$ cat src/rtl/benes_cfg_seq_pkg.sv
// Shared network geometry, FSM state encoding and helpers for the Benes
// configuration sequencer (32-port network: 9 stages of 16 switches).
package user_pkg;

  localparam int SIZE              = 32;
  localparam int DATA_WIDTH        = 8;
  localparam int STAGE_NUM         = 2 * $clog2(SIZE) - 1;
  localparam int SWITCH_NUM        = SIZE / 2;
  localparam int STAGE_W           = $clog2(STAGE_NUM);
  localparam int CFG_SLOTS_DEFAULT = 4;

  typedef logic [SWITCH_NUM-1:0] stage_word_t;

  typedef enum logic [2:0] {
    IDLE,
    LOAD,
    STREAM,
    DRAIN,
    DONE
  } state_t;

  function automatic logic stage_in_range(input logic [STAGE_W-1:0] stage);
    return stage < STAGE_W'(STAGE_NUM);
  endfunction

endpackage

$ cat src/rtl/benes_cfg_mem.sv
// Per-slot switch configuration store: one stage word written per cycle,
// every stage of the selected slot readable combinationally.
module benes_cfg_mem
  import user_pkg::*;
#(
  parameter int CFG_SLOTS = CFG_SLOTS_DEFAULT
) (
  input  logic                         clk,
  input  logic                         rst,
  input  logic                         wr_en,
  input  logic [$clog2(CFG_SLOTS)-1:0] wr_slot,
  input  logic [STAGE_W-1:0]           wr_stage,
  input  stage_word_t                  wr_data,
  input  logic [$clog2(CFG_SLOTS)-1:0] rd_slot,
  output stage_word_t                  rd_data [0:STAGE_NUM-1]
);

  stage_word_t mem [0:CFG_SLOTS-1][0:STAGE_NUM-1];

  always_ff @(posedge clk or posedge rst) begin
    if (rst) begin
      for (int s = 0; s < CFG_SLOTS; s++) begin
        for (int g = 0; g < STAGE_NUM; g++) begin
          mem[s][g] <= '0;
        end
      end
    end else if (wr_en) begin
      mem[wr_slot][wr_stage] <= wr_data;
    end
  end

  always_comb begin
    for (int g = 0; g < STAGE_NUM; g++) begin
      rd_data[g] = mem[rd_slot][g];
    end
  end

endmodule

$ cat src/rtl/benes_cfg_seq.sv
// Job sequencer for a Benes permutation network: loads a stored slot into the
// switch controls, streams the requested number of vectors, waits out the
// network latency and reports completion.
module benes_cfg_seq
  import user_pkg::*;
#(
  parameter int CFG_SLOTS   = CFG_SLOTS_DEFAULT,
  parameter int NET_LATENCY = 1,
  parameter int BEAT_W      = 8
) (
  input  logic                         clk,
  input  logic                         rst,
  input  logic                         cfg_wr_en,
  input  logic [$clog2(CFG_SLOTS)-1:0] cfg_wr_slot,
  input  logic [STAGE_W-1:0]           cfg_wr_stage,
  input  logic [SWITCH_NUM-1:0]        cfg_wr_data,
  output logic                         cfg_wr_err,
  input  logic                         req_valid,
  output logic                         req_ready,
  input  logic [$clog2(CFG_SLOTS)-1:0] req_slot,
  input  logic [BEAT_W-1:0]            req_beats,
  input  logic                         in_valid,
  output logic                         in_ready,
  output logic                         net_valid,
  output logic [SWITCH_NUM-1:0]        switch_set [0:STAGE_NUM-1],
  output logic                         busy,
  output logic                         done
);

  localparam int SLOT_W = $clog2(CFG_SLOTS);
  localparam int CNT_W  = (NET_LATENCY > 1) ? $clog2(NET_LATENCY) : 1;
  localparam logic [CNT_W-1:0] DRAIN_LAST = CNT_W'((NET_LATENCY > 0) ? NET_LATENCY - 1 : 0);

  state_t             state, state_nxt;
  logic [SLOT_W-1:0]  slot_q;
  logic [BEAT_W-1:0]  beats_q;
  logic [CNT_W-1:0]   drain_cnt;
  stage_word_t        rd_data [0:STAGE_NUM-1];
  logic               job_active;
  logic               wr_reject;

  // The slot feeding the switches must not change while a job depends on it.
  assign job_active = (state == LOAD) || (state == STREAM) || (state == DRAIN);
  assign wr_reject  = !stage_in_range(cfg_wr_stage) || (job_active && (cfg_wr_slot == slot_q));
  assign net_valid  = in_valid & in_ready;

  benes_cfg_mem #(
    .CFG_SLOTS (CFG_SLOTS)
  ) u_mem (
    .clk      (clk),
    .rst      (rst),
    .wr_en    (cfg_wr_en & ~wr_reject),
    .wr_slot  (cfg_wr_slot),
    .wr_stage (cfg_wr_stage),
    .wr_data  (cfg_wr_data),
    .rd_slot  (slot_q),
    .rd_data  (rd_data)
  );

  always_comb begin
    state_nxt = state;
    req_ready = 1'b0;
    in_ready  = 1'b0;
    done      = 1'b0;
    busy      = (state != IDLE);
    case (state)
      IDLE: begin
        req_ready = 1'b1;
        if (req_valid) state_nxt = LOAD;
      end
      LOAD: begin
        state_nxt = (beats_q == '0) ? DONE : STREAM;
      end
      STREAM: begin
        in_ready = 1'b1;
        if (in_valid && (beats_q == BEAT_W'(1))) begin
          state_nxt = (NET_LATENCY == 0) ? DONE : DRAIN;
        end
      end
      DRAIN: begin
        if (drain_cnt == DRAIN_LAST) state_nxt = DONE;
      end
      DONE: begin
        done      = 1'b1;
        state_nxt = IDLE;
      end
      default: state_nxt = IDLE;
    endcase
  end

  always_ff @(posedge clk or posedge rst) begin
    if (rst) begin
      state      <= IDLE;
      slot_q     <= '0;
      beats_q    <= '0;
      drain_cnt  <= '0;
      cfg_wr_err <= 1'b0;
      for (int g = 0; g < STAGE_NUM; g++) begin
        switch_set[g] <= '0;
      end
    end else begin
      state      <= state_nxt;
      cfg_wr_err <= cfg_wr_en & wr_reject;
      if (state == IDLE && req_valid) begin
        slot_q  <= req_slot;
        beats_q <= req_beats;
      end
      if (state == STREAM && in_valid) begin
        beats_q <= beats_q - BEAT_W'(1);
      end
      // Memory read is combinational, so a same-cycle write never leaks in here.
      if (state == LOAD) begin
        for (int g = 0; g < STAGE_NUM; g++) begin
          switch_set[g] <= rd_data[g];
        end
      end
      drain_cnt <= (state == DRAIN) ? drain_cnt + CNT_W'(1) : '0;
    end
  end

endmodule

$ cat config.mk
export PLATFORM = sky130hd
export DESIGN_NAME = benes_cfg_seq
export DESIGN_NICKNAME = d
export VERILOG_FILES = /design/src/rtl/benes_cfg_seq_pkg.sv /design/src/rtl/benes_cfg_mem.sv /design/src/rtl/benes_cfg_seq.sv
export SDC_FILE = /design/constraint.sdc
export NUM_CORES = 1
export LEC_CHECK = 0
export CAP_MARGIN = 30
export CORE_ASPECT_RATIO = 0.5
export CORE_MARGIN = 2
export CORE_UTILIZATION = 35
export CTS_CLUSTER_SIZE = 16
export DETAILED_ROUTE_END_ITERATION = 8
export HOLD_SLACK_MARGIN = 0.05
export SYNTH_ARGS = -nofsm -noshare
export SYNTH_HDL_FRONTEND = slang
export SYNTH_SLANG_ARGS = --single-unit
export TNS_END_PERCENT = 10
$ cat constraint.sdc
create_clock -name clk -period 51.8 [get_ports clk]
set_clock_uncertainty 0.2 [all_clocks]
set_input_delay 10.36 -clock clk [delete_from_list [all_inputs] [get_ports clk]]
set_output_delay 10.36 -clock clk [all_outputs]
set_load 0.01 [all_outputs]
; ---- Yosys cells after proc, flatten, opt, wreduce, memory -nomap -nowiden
; Cells that the tools add are included.
[op_classes]
n_addsub = 2
magnitude_cmp = 6
eq_ne = 9
mux = 19
bitwise = 7
reduce_logical = 15
[op_table]
columns = cell, n
row1 = $bwmux W576, 1
row2 = $mux W144, 3
row3 = $bmux W144 S2, 1
row4 = $demux W144 S2, 1
row5 = $demux W16 S4, 1
row6 = $mux W16, 1
row7 = $mux W8, 2
row8 = $mux W3, 4
row9 = $pmux W3 S4, 1
row10 = $eq A8 B1 Y1 const B, 1
row11 = $logic_not A8 Y1, 1
row12 = $sub A8 B1 Y8 const B, 1
row13 = $eq A3 B2 Y1 const B, 2
row14 = $ge A3 B3 Y1 const B, 2
row15 = $logic_and A1 B1 Y1, 6
row16 = $not A2 Y3, 2
row17 = $ge A5 B5 Y1 const B, 1
row18 = $lt A5 B1 Y1 const B, 1
row19 = $not A4 Y5, 1
row20 = $lt A4 B4 Y1 const B, 1
row21 = $mux W1, 4
row22 = $ne A2 B2 Y1 const B, 2
row23 = $and A1 B1 Y1, 3
row24 = $eq A3 B1 Y1 const B, 1
row25 = 12 further kinds, 14
[totals]
reg_bits = 735
input_bits = 37

; ---- Depth between registers and ports, before layout
[logic_depth]
word_depth = 8
depth_mapped = 9
mapped_depth_nobuf = 6

; ---- By module
; From an unflattened synthesis, not the netlist that was laid out.
[unflattened]
cells_unflattened = 1894
area_unflattened_um2 = 31253.7
[by_module_without_submodules]
columns = module, n_inst, cells_per_inst, area_per_inst_um2
row1 = benes_cfg_mem, 1, 1492, 25032.8
row2 = benes_cfg_seq, 1, 402, 6221.0

; ---- Worst setup path before layout
; Ideal clock, no wire load.
[synth_path]
path_kind = input port to output port
from = input port in_valid
to = output port net_valid
arrival_ns = 11.086
required_ns = 41.240
path_slack_ns = 30.154
cell_stages = 2
path_cell_list = or4bb_1 -> inv_1
[synth_between]
elab_chain_cells = 1
[synth_rtl]
columns = item, line_no
row1 = start: declaration, benes_cfg_seq.sv:22  ; input logic in_valid,
row2 = $and A1 B1 Y1, benes_cfg_seq.sv:45  ; assign net_valid = in_valid & in_ready;
row3 = end: declaration, benes_cfg_seq.sv:24  ; output logic net_valid,
; No other way between the ends.

; ---- Worst setup path after layout
; Ends and elaborated chain as after synthesis.

==> impl_metrics.tcl <==
set metrics [dict create \
    io_buffers 186 \
    syn-num-nets 1955 \
    top_layer "met5" \
    ys_top_cells_by_area "dfrtp_1 57%, mux2_2 14%, mux4_2 10%" \
    numCtsBuffers 73 \
    wire_per_inst_um 21.30 \
    core_area_mm2 0.09105 \
    ys_async_sr_fraction_pct 100.0 \
    post_cts_buffers 0 \
    dp_cells 3218 \
    crit_chain "clkdlybuf4s50_1 > or4bb_1 > inv_1 > clkdlybuf4s50_1" \
    clkTransAtPathRegs_ps 60 \
    drc 0 \
    pin_count 187 \
    ys_seq_area_share_pct 56.87 \
    crit_path_max_incr_delay_ps 590 \
    grt_overflow 0 \
    synth.most_common_cell "dfrtp_1" \
    critPathTopFamily "buffers and inverters" \
    worstSetupEndpointType "output port" \
    worstSkewPairLatency_ps 610 \
    drt_wl_total_mm 71.48 \
    finalSetupViolations 0 \
    drt-met1-wl_mm 33.11 \
    finalSetupTns_ps 0 \
    die_w_um 433.9 \
    cts_buffer_depth 3 \
    met3_length_mm 1.957 \
    synth_edf_count 0 \
    hold_violations 0 \
    drv_cap 0 \
    critPathKind "input port to output port" \
    fillers 8133 \
    firstDrtPassIters 4 \
    antenna_found_initial 2 \
    worst_slew_pin_slew_ps 1007 \
    die-area_mm2 0.09499 \
    synth_commonest_cells "735 x dfrtp_1, 389 x mux2_2, 200 x mux2_4" \
    cts_resized 0 \
    cp.buffers_inverters 3 \
    drive_above_1_share_pct 43.90 \
    synthCells 1916 \
    layout_min_cycle_time_ps 22740 \
    fin_cells 3356 \
    vdd.ir_drop.worst_uv 31.76 \
    finalWorstSetupSlack_ps 29060 \
    synth-seq-cells 735 \
    critPathRequiredTime_ps 41240 \
    ant_nets 0 \
    cts-root-buf "clkbuf_16" \
    cts.sinks 735 \
    syn-cell-area_mm2 0.03234 \
    cts_tree "built" \
    clock.fmax_mhz 43.97 \
    htree_levels 3 \
    power_leakage_nw 18.16 \
    outcome "complete, no violations" \
    synthDistinctLibCells 44 \
    dr_total_vias 16660 \
    slew_viol_final 0 \
    gp_congestion 0.7791 \
    cellPowerDensity_mw_per_mm2 46.16 \
    layout-area-overhead-vs-synth_pct 17.89 \
    crit_path_start_kind "input port" \
    die_h_um 218.9 \
    yosysWarnings 0 \
    crit_top_cell "clkdlybuf4s50_1" \
    relSlewSlack_pct 32.84 \
    via_per_inst 4.964 \
    hpwl_mm 44.18 \
    diodes 0 \
    arrival_ps 12180 \
    first_iter_violations 865 \
    yosysTopAreaCellShare_pct 56.87 \
    first_global_vias 17847 \
    nNetsFinal 2095 \
    holdBufCountCts 0 \
    grt_pass1_wl_mm 112.0 \
    grt_max_degree 147 \
    synth_flop_cell "dfrtp_1" \
    preCtsSetupSlack_ps 29060 \
    wl_met2_mm 35.27 \
    cp_max_fo 7 \
    synth_largest_area_cell "dfrtp_1" \
    hold_class "register to register" \
    grt_usage_pct 15.36 \
    rsz0062_at_grt "no" \
    initial_core_util_pct 35.52 \
    min_period_over_period_pct 43.90 \
    slowest_stage "clkdlybuf4s50_1" \
    rows 78 \
    synth.avg_cell_area_um2 16.88 \
]
==> layer usage <==
metal,track usage (%),vias up
li1,-,7295
met1,20.94,9113
met2,25.75,163
met3,2.479,85
met4,3.624,4
met5,0,-
==> sequential cells by signal, indices dropped and copies added (netlist names) <==
signal,cells
cfg_wr_err,1
slot_q,2
switch_set,144
state,3
u_mem.mem,576
beats_q,8
drain_cnt,1
==> final timing paths <==
kind | from | to | slack [ps] | cells past startpoint
worst max-delay path | in_valid | net_valid | 29060 | 4
worst min-delay path | u_mem.mem[132] | u_mem.mem[132] | 280 | 1
worst max register to register | slot_q[0] | switch_set[58] | 48000 | 4
worst min register to register | u_mem.mem[132] | u_mem.mem[132] | 280 | 1
max in group asynchronous | rst | u_mem.mem[17] | 38330 | 5
min in group asynchronous | rst | beats_q[1] | 10110 | 2
==> per-stage QoR <==
stage | util, % | area [um2] | power, mW | hold WS, ps
2_1_floorplan | - | 32340 | 1.073 | 248.2
6_report | 41.87 | 38130 | 1.760 | 284.9
3_5_place_dp | 39.07 | 35570 | 1.232 | 273.6
3_3_place_gp | 38.48 | 35030 | 1.221 | 268.0
5_1_grt | 41.87 | 38130 | 1.853 | 293.0
4_1_cts | 41.82 | 38080 | 1.789 | 284.5
==> where the power goes <==
part           total [mW]  internal [mW]  switching (mW)
clock network       0.549          0.325           0.225
registers           0.763          0.688          0.0749
logic               0.448          0.264           0.184
total                1.76           1.28           0.483
==> cells in the final DEF (no fill, tap or decap), types with 3 or more instances in the layout <==
cell / instances
dfrtp_1: 733
mux2_2: 389
mux2_4: 200
clkdlybuf4s50_1: 185
mux4_2: 144
mux2_1: 131
clkbuf_16: 79
buf_4: 38
or3_1: 30
nand2_1: 19
clkbuf_1: 18
clkbuf_8: 18
buf_16: 18
clkinv_2: 12
nor2_1: 11
nand3_1: 10
inv_1: 6
buf_8: 5
nand3b_1: 4
nor3_1: 4
o21ai_0: 4
o211ai_1: 4
bufinv_16: 4
or2_2: 3
and3_1: 3
a21oi_1: 3
==> layout make-up <==
| type | instances | area [um2] | share of cell area, % |
|---|---|---|---|
| flip-flops and latches | 735 | 18400 | 48.26 |
| inverters | 7 | 33.78 | 0.08861 |
| clock inverters | 20 | 212.7 | 0.5579 |
| multi-input cells | 988 | 12870 | 33.75 |
| well taps | 1240 | 1551 | 4.069 |
| repair buffers | 251 | 2768 | 7.259 |
| clock buffers | 115 | 2292 | 6.012 |
==> cell families after synthesis <==
group,count (synthesis),share of synthesized area (%)
muxes,864,37.42
DFF,735,56.87
buffers and inverters,193,3.354
and+or+nand+nor,101,1.818
AOI/OAI and AO/OA,19,0.4024
xor gates and xnor gates,2,0.05417
adders and majority gates,2,0.07737
No activity file was read; power rests on OpenSTA's default activity.
==> patch (config.mk and constraints unchanged) <==
The parameter `BEAT_W` goes from 8 to 7.
--- a/src/rtl/benes_cfg_seq.sv
+++ b/src/rtl/benes_cfg_seq.sv
@@ -6,7 +6,7 @@
 #(
   parameter int CFG_SLOTS   = CFG_SLOTS_DEFAULT,
   parameter int NET_LATENCY = 1,
-  parameter int BEAT_W      = 8
+  parameter int BEAT_W      = 7
 ) (
   input  logic                         clk,
   input  logic                         rst,
Interface: changed (resized req_beats); port bits go from 187 to 186. The function was not compared with the original's and may differ.
==> patch against the unedited design <==
Sequential cell count fell by 1; sequential share of layout area barely moved; total power rose by 4.8%; non-clock buffer count rose by 3; hold slack improved by 0.0056 ns; wire length rose by 2.3%; core utilization fell by 0.79 points; maximum frequency rose by 0.86%; critical path depth did not move; area after synthesis rose by 1.0%; clock power fell by 4.6%; setup slack improved by 0.19 ns; final area barely moved; global-route usage barely moved.
==> patch: results (changes against the unedited design) <==
** Outcome
- Run status :: finished clean

** Critical path
- R2R Path End :: switch_set[81]$_DFFE_PP0P_
- Highest fanout seen on the critical path :: 13 (+6)
- Critical path arrival :: 11.99 ns (-0.19 ns)
- The worst reg-to-reg setup slack is 48.07 ns (+0.07 ns).

** Cells and area
- In the final layout, the registers with the most flip-flops are u_mem.mem (576), switch_set (144), beats_q (7).
- The number of fill cells was 8,398 (+3.3%).
- Share of final-layout standard cells stronger than drive strength 1 :: 50.1% (+6.2 points)

** Global route
- The aggregate global-route resource usage was 15.4% (about the same).
- The global-route wire length before repair was 113,000 um (+0.71%).
- The number of global-route vias before repair came to 17,700 (-0.81%).
- Maximum number of pins on one net before global-route repair :: 185 (+26%)

** STA
- Relative max-transition margin :: 30.4% (-2.4 points)
- The minimum period implied by the final worst setup slack came to 22.55 ns (-0.194 ns).

** Detailed routing
- The via count of the routed design is 16,600 (-0.13%).
- Vias/cell :: 4.96 (about the same)
- The number of design-rule violations left by the first detailed-router iteration was 924 (+6.8%).
- The average wire length per cell after detail routing is 21.8 um (+2.4%).

** Placed design
- Instance area at placement :: 35,700 um^2 (+0.41%)
- The final weighted congestion in routability-driven placement is 0.702 (-10%).
- The number of buffers inserted by port buffering came to 185 (-0.54%).
- Pre-CTS setup slack :: 29.22 ns (+0.163 ns)

** Synth
- The synthesized instance count is 1,915 (-0.052%).
- By area the synthesized netlist is led by sky130_fd_sc_hd__dfrtp_1 56%, sky130_fd_sc_hd__mux2_2 15%, sky130_fd_sc_hd__mux2_4 13%.
- Register area share after synthesis :: 56.2% (-0.64 points)
- Syn_nets :: 1,954 (-0.051%)
- Number of warning messages in the yosys log :: 0 (unchanged)

** CTS
- Buffers from clock root to sink, at most :: 3 (unchanged)

** Power and ir drop
- The standby leakage power came to 0.0182 uW (+0.32%).
- The maximum VDD drop came to 0.0233 mV (-27%).

** Hold path
- Hold Path Sink :: drain_cnt$_DFF_PP0_
patch: changes by cell type after synthesis, moves of 9 or more:
cell,delta
sky130_fd_sc_hd__buf_6,-9
sky130_fd_sc_hd__mux2_1,-131
sky130_fd_sc_hd__buf_2,+29
sky130_fd_sc_hd__mux2_4,+85
sky130_fd_sc_hd__mux2_2,+47
sky130_fd_sc_hd__clkbuf_1,-18
patch: through the flow:
stage	hold WS [ns]	total power, uW	utilization (%)
floorplan	0.242	1140	-
global placement	0.267	1330	38.3
detailed placement	0.279	1340	38.5
CTS	0.289	1880	41.0
global route	0.313	1940	41.1
finish	0.291	1840	41.1
patch: power by group:
group,switching (uW),internal (uW)
sequential,96.2,706
combinational,199,318
clock,221,303
patch: worst max-delay path, cell delays in order:
cell and delay [ns]:
sky130_fd_sc_hd__clkdlybuf4s50_1 0.48, sky130_fd_sc_hd__nand4bb_1 0.18, sky130_fd_sc_hd__inv_1 0.35, sky130_fd_sc_hd__clkdlybuf4s50_1 0.61
patch: logic make-up (layout without fill, tap and decap cells):
family                     Yosys count  count (layout)  share of synthesized area [%]
and+or+nand+nor                     96              96                           1.83
DFF                                734             734                           56.2
buffers and inverters              198             381                           3.36
AOI/OAI and AO/OA                   17              17                          0.352
xor gates and xnor gates             2               2                         0.0536
muxes                              865             865                           38.1
adders and majority gates            3               3                          0.115
patch: area by class of cell:
cell class	count	area [um^2]	share of cell area, %
Sequential cell	734	18400	48.2
Clock buffer	101	2070	5.44
Tap cell	1255	1570	4.12
Inverter	7	33.8	0.0887
Multi-Input combinational cell	983	13200	34.7
Clock inverter	19	246	0.647
Timing Repair Buffer	254	2590	6.79
patch: routing by layer:
metal	wire, um	GRT usage [%]	share of wire [%]
met1	33900	21.1	46
met2	35000	24.9	48
met3	2590	2.99	3.5
met4	1620	4.22	2.2
met5	18	0	0.025
